===== src/rtl/pipeline_flush_ctrl_pkg.sv =====
// pipeline_flush_ctrl_pkg: shared branch-status struct, sequencer state enum and PC mux constants
package pipeline_flush_ctrl_pkg;
  typedef struct packed {
    logic [2:0] pc_sel;
    logic       failed_prediction;
  } BRANCH_PREDICTION_STATUS_t;
  typedef enum logic {RUN, REDIRECT} FLUSH_CTRL_STATE_t;
  localparam logic [2:0] PC_SEL_NEXT = 3'd0;
endpackage


===== src/rtl/pipeline_flush_ctrl_sat_event_counter.sv =====
// sat_event_counter: event counter that saturates at all-ones and clears on RST
module sat_event_counter #(
  parameter int WIDTH = 32
) (
  input  logic             CLK,
  input  logic             RST,
  input  logic             inc,
  output logic [WIDTH-1:0] count
);
  // count events, sticking at all-ones instead of wrapping
  always_ff @(posedge CLK)
    if (RST) count <= '0;
    else if (inc && count != '1) count <= count + WIDTH'(1);
endmodule


===== src/rtl/pipeline_flush_ctrl.sv =====
// pipeline_flush_ctrl: hazard-unit PC/pipeline-register sequencer; stats counters enabled by BRANCH_STATS_EN
module pipeline_flush_ctrl
  import pipeline_flush_ctrl_pkg::*;
#(
  parameter int FLUSH_CYCLES = 1,
  parameter int STAT_WIDTH   = 32
) (
  input  logic                  CLK,
  input  logic                  RST,
  input  logic                  de_valid,
  input  logic [3:0]            pred_info,
  input  logic                  load_use_haz,
  input  logic                  mem_stall,
  output logic [2:0]            pc_sel_out,
  output logic                  pc_write,
  output logic                  if_de_write,
  output logic                  if_de_flush,
  output logic                  de_ex_write,
  output logic                  de_ex_flush,
  output logic                  redirect_busy,
  output logic [STAT_WIDTH-1:0] mispredict_cnt,
  output logic [STAT_WIDTH-1:0] bubble_cnt
);
  localparam int CW = $clog2(FLUSH_CYCLES + 1);
  FLUSH_CTRL_STATE_t         state;
  logic [CW-1:0]             cnt;
  BRANCH_PREDICTION_STATUS_t pred;
  logic                      live, run, hazard, accept, redirect;
  assign pred     = pred_info;
  assign live     = !RST && !mem_stall;
  assign run      = live && state == RUN && de_valid;
  assign hazard   = run && load_use_haz;
  assign accept   = run && !load_use_haz && pred.failed_prediction;
  assign redirect = live && state == REDIRECT;
  // zero-latency control outputs; reset forces both pipeline registers to bubble
  always_comb begin
    pc_sel_out    = accept ? pred.pc_sel : PC_SEL_NEXT;
    pc_write      = live && !hazard;
    if_de_write   = live && !hazard;
    de_ex_write   = live;
    if_de_flush   = RST || accept || redirect;
    de_ex_flush   = RST || hazard || redirect;
    redirect_busy = state == REDIRECT;
  end
  // squash sequencer: an accepted mispredict holds REDIRECT for FLUSH_CYCLES-1 non-stalled cycles
  always_ff @(posedge CLK)
    if (RST) begin
      state <= RUN;
      cnt   <= '0;
    end else if (redirect) begin
      state <= cnt == CW'(1) ? RUN : REDIRECT;
      cnt   <= cnt - CW'(1);
    end else if (accept && FLUSH_CYCLES > 1) begin
      state <= REDIRECT;
      cnt   <= CW'(FLUSH_CYCLES - 1);
    end
`ifdef BRANCH_STATS_EN
  sat_event_counter #(.WIDTH(STAT_WIDTH)) u_mispredict_cnt (.CLK(CLK), .RST(RST), .inc(accept), .count(mispredict_cnt));
  sat_event_counter #(.WIDTH(STAT_WIDTH)) u_bubble_cnt (.CLK(CLK), .RST(RST), .inc(hazard), .count(bubble_cnt));
`else
  assign mispredict_cnt = '0;
  assign bubble_cnt     = '0;
`endif
endmodule


===== config.mk =====
export PLATFORM = sky130hd
export DESIGN_NAME = pipeline_flush_ctrl
export DESIGN_NICKNAME = d
export VERILOG_FILES = /design/src/rtl/pipeline_flush_ctrl_pkg.sv /design/src/rtl/pipeline_flush_ctrl_sat_event_counter.sv /design/src/rtl/pipeline_flush_ctrl.sv
export SDC_FILE = /design/constraint.sdc
export NUM_CORES = 1
export LEC_CHECK = 0
export BUFFER_PORTS_ARGS = -buffer_cell sky130_fd_sc_hd__clkbuf_2
export CAP_MARGIN = 30
export CORE_ASPECT_RATIO = 0.75
export CORE_UTILIZATION = 34
export DETAILED_ROUTE_END_ITERATION = 8
export GPL_TIMING_DRIVEN = 0
export PLACE_DENSITY = 0.85
export SYNTH_ARGS = -nofsm -noshare
export SYNTH_HDL_FRONTEND = slang
export SYNTH_SLANG_ARGS = --single-unit

===== constraint.sdc =====
create_clock -name CLK -period 1.4 [get_ports CLK]
set_clock_uncertainty 0.2 [all_clocks]
set_input_delay 0.07 -clock CLK [delete_from_list [all_inputs] [get_ports CLK]]
set_output_delay 0.07 -clock CLK [all_outputs]
set_load 0.01 [all_outputs]

After elaboration in Yosys (flattened, before gate mapping)
Index checks and enable logic that the tools add are counted.
W data, S select, Z words.
Operators by class
  $add $sub $neg: 1
  $mul: 0
  div/mod/pow operators: 0
  magnitude comparators: 0
  equality and inequality tests: 0
  shift operators: 0
  mux-type cells: 2
  bitwise operators: 1
  reductions and logical operators: 16
Operators with widths (count)
  $logic_and A1 B1 Y1: 8
  $logic_not A1 Y1: 4
  $logic_or A1 B1 Y1: 4
  $mux W3: 1
  $mux W1: 1
  $not A1 Y1: 1
  $sub A1 B1 Y1 const B: 1
Storage, ports and cells
  bits in registers: 2
  latch bits: 0
  RAM bits: 0
  bits in read-only memories: 0
  bits of input ports: 9
  output and inout port bits: 73
  word-level logic and storage cells: 22
  memories: 0

Logic depth before layout (Yosys ltp)
  depth in word-level cells: 8
  gate-level depth with buffers: 3
  depth with buffers taken out: 2

Worst setup path before layout
No wires, ideal clock.
  kind: flip-flop to output port
  start point: register, netlist name cnt
  end point: output pc_write
  data arrival time: 1.094 ns
  required time: 1.130 ns
  slack: 0.036 ns
  stages on the path, launching flop included: 4
  path buffers: 1
  path through: dfxtp_1 > inv_1 > a311oi_1 > buf_4
RTL lines
  to (decl): line pipeline_flush_ctrl.sv:15  | output logic pc_write,

==> impl_summary.txt <==
----------------------------------------------------
[Floorplanning]
  Die extent in y ... around 40 um
  Total number of placement rows ... 13
  Width of the die ... 52.1 um
  Number of I/O pins ... 82
  Die ar. ... between 0.002 and 0.0025 mm2
  Placeable core region ... roughly 0.0018 mm2
  Effective utilization at floorplan ... around 36%

[Worst hold path]
  Instance count along the most critical hold path ... 2
  Worst hold path type ... in -> reg
  Startpoint of the lowest-slack hold path ... mem_stall
  Endpoint of the worst hold path ... cnt

[Worst setup path]
  Depth of the worst register-to-register path ... 1
  Maximum fanout along the worst path ... 6
  Register-to-register setup slack ... between 500 and 600 ps
  Worst setup path class ... reg -> out
  CP Launch Type ... register
  Crit Reg-Reg Startpoint ... cnt
  Endpoint type of the worst setup path ... primary output
  Required time at the endpoint of the critical path ... 1130 ps
  Data arrival time of the worst path ... approximately 1000 ps
  Capturing point of the worst reg2reg path ... cnt

[Timing]
  Accumulated negative setup slack ... 0 ps
  Fin crit share ... roughly 93%
  Final setup violating endpoints ... 0
  Final setup slack of the worst path ... around 96 ps
  Count of pins over their slew limit ... 0
  Unrepaired setup endpoints after global routing ... false
  Final Hold Viols ... 0
  Maximum clock rate ... roughly 770 MHz
  Clock period minus worst slack ... 1300 ps

[Placement]
  DP Area ... around 980 um2
  DP HPWL ... 1.07 mm
  Dpl ws ... 104 ps
  Port Buffers ... 16
  Final Wtd Congestion ... about 0.56
  Number of placed instances, taps included ... around 180

[Yosys]
  Synthesized area per cell ... approximately 8 um2
  Cell type with the highest aggregate area in the netlist ... sky130_fd_sc_hd__buf_4
  Largest family of logic cells by synthesized area ... buffers and inverters
  Synth unique cells ... 14
  Synthesized cell area ... 639 um2
  Multiplexer area fraction after synthesis ... 0%
  Number of warnings reported in the yosys synthesis log ... 0
  Synthesized-area fraction occupied by adder cells ... 0%
  Number of storage elements in the synthesis netlist ... 1
  Fraction of registers with async set or reset after synthesis ... 0%
  Parity-gate share of the synthesized area counting xor and xnor cells ... 0%
  Area share of and/or/nand/nor cells after synthesis ... approximately 14%
  Largest cells by area after synthesis ... sky130_fd_sc_hd__buf_4 (76%), sky130_fd_sc_hd__nor4b_2 (7.0%), sky130_fd_sc_hd__nand4bb_4 (4.3%), sky130_fd_sc_hd__dfxtp_1 (3.1%), sky130_fd_sc_hd__a311oi_1 (1.4%)
  Number of synthesized flops with an enable pin ... 0
  Count of mapped cells out of synthesis ... 81
  Synthesized-area fraction occupied by ao, oa, aoi and oai cells ... roughly 4.1%
  Most frequently used cell type in the post-synthesis netlist ... sky130_fd_sc_hd__buf_4
  Most used standard cells in the synthesized netlist ... sky130_fd_sc_hd__buf_4 (65), sky130_fd_sc_hd__nor4b_2 (3), sky130_fd_sc_hd__inv_1 (2)
  Fraction of post-synthesis cell area in the top cell type by area ... roughly three quarters
  Most common flop cell mapped by yosys ... sky130_fd_sc_hd__dfxtp_1
  Seq/Total Area, Yosys ... 3.13%

[Global route]
  Total grt overflow ... 0
  Vias in the first global route ... ~320
  Most used routing layer in global routing ... met2
  Maximum number of pins on one net before global-route repair ... 10
  Total track usage ... 8.53%
  Global-route track usage on met1 ... a little under a tenth
  Met3 track utilization from global routing ... less than 1%
  Wire length of the first global-routing pass ... 1.35 mm
  Initial antenna violation count ... 0
  Global-route met2 utilization ... 19.2%

[Finish]
  Area Growth Syn to Fin ... 53.8%
  Largest Register ... cnt
  Antenna diode count ... 0
  Ratio of cells with drive above 1 in the final layout ... 53.8%
  Count of nets after finishing ... roughly 170
  Largest register FFs ... 1
  Top Registers ... cnt: 1 flops
  Final cell count without fillers ... roughly 180
  Final instance area ... ~980 um2

[Clock tree]
  Number of gates given a new drive strength after cts ... 0
  Hold bufs inserted after CTS ... 0
  Clock latency on the worst-skew pair ... 0 ps
  Buffers inserted during post-CTS setup optimization ... 0
  Clock transition at the register clock pins on the worst setup and hold paths after CTS ... 0 ps

[Pwr]
  Power per cell area ... approximately 300 mW/mm2
  Largest voltage drop on the vdd net ... roughly 0.14 mV
  Total leakage power ... 0.671 nW

[Drt]
  Pre-Repair DR Iteration Count ... 4
  Total Wirelength ... approximately 1.1 mm
  Routed via count ... 524
  Vias per Instance ... 2.88
  DRT antenna net count ... 0
  WL per Instance ... about 6 um
  Post-route DRC violation count ... 0
  DR iter-0 viols ... 5

[Flow run]
  Maximum capacitance violations ... 0

[Status]
  Status ... finished clean

----------------------------------------------------
-- layout by cell type, fill, tap and decap left out, drive strengths merged --
master and n:
clkbuf 16, a21oi 1, o211ai 1, nor2 1
nand2b 1, nor4b 3, conb 64, inv 2
buf 66, nand4bb 1, dfxtp 1, o21ai 1
a311oi 1, and3 1
-- logic make-up after synthesis --
logic type	after synthesis
AO/OA/AOI/OAI	4
other	1
buffers and inverters	68
AND/OR/NAND/NOR	7
flip-flops	1
-- worst max path at each step --
stage                     cells past startpoint  start  slack (ps)       endpoint
after floorplan                               3    cnt          40       pc_write
after global placement                        3    cnt         130  pc_sel_out[1]
after detailed placement                      4    cnt         100       pc_write
after CTS                                     4    cnt         100       pc_write
after global routing                          3    cnt           5  pc_sel_out[0]
final                                         4    cnt         100       pc_write
-- layout make-up --
class	count	area, um2
repair buffers	16	80.1
multi-input cells	75	355
well taps	22	27.5
flip-flops and latches	1	20.0
fillers	181	773
plain buffers	66	493
inverters	2	7.51
-- where the power goes --
part	internal, mW	switching (mW)
Sequential	0.0291	0
Combinational	0.139	0.128
Clock	0	0
-- critical path, stage by stage (launching register included) --
cell                       delay, ps
sky130_fd_sc_hd__dfxtp_1         390
sky130_fd_sc_hd__inv_1            60
sky130_fd_sc_hd__a311oi_1        300
sky130_fd_sc_hd__buf_4           170
sky130_fd_sc_hd__clkbuf_2        120
-- per-stage QoR --
stage	hold slack [ps]	power, mW	util, %
floorplan	-25.9	0.260	-
global placement	240	0.285	56.0
detailed placement	260	0.286	56.0
CTS	260	0.286	56.0
global route	282	0.323	56.0
finish	261	0.295	56.0
-- routing by layer --
layer,up-vias,share of wire [%]
li1,286,-
met3,0,12
met2,33,58
met1,205,30
met5,-,0
met4,0,0
No activity file was read; power rests on OpenSTA's default activity.
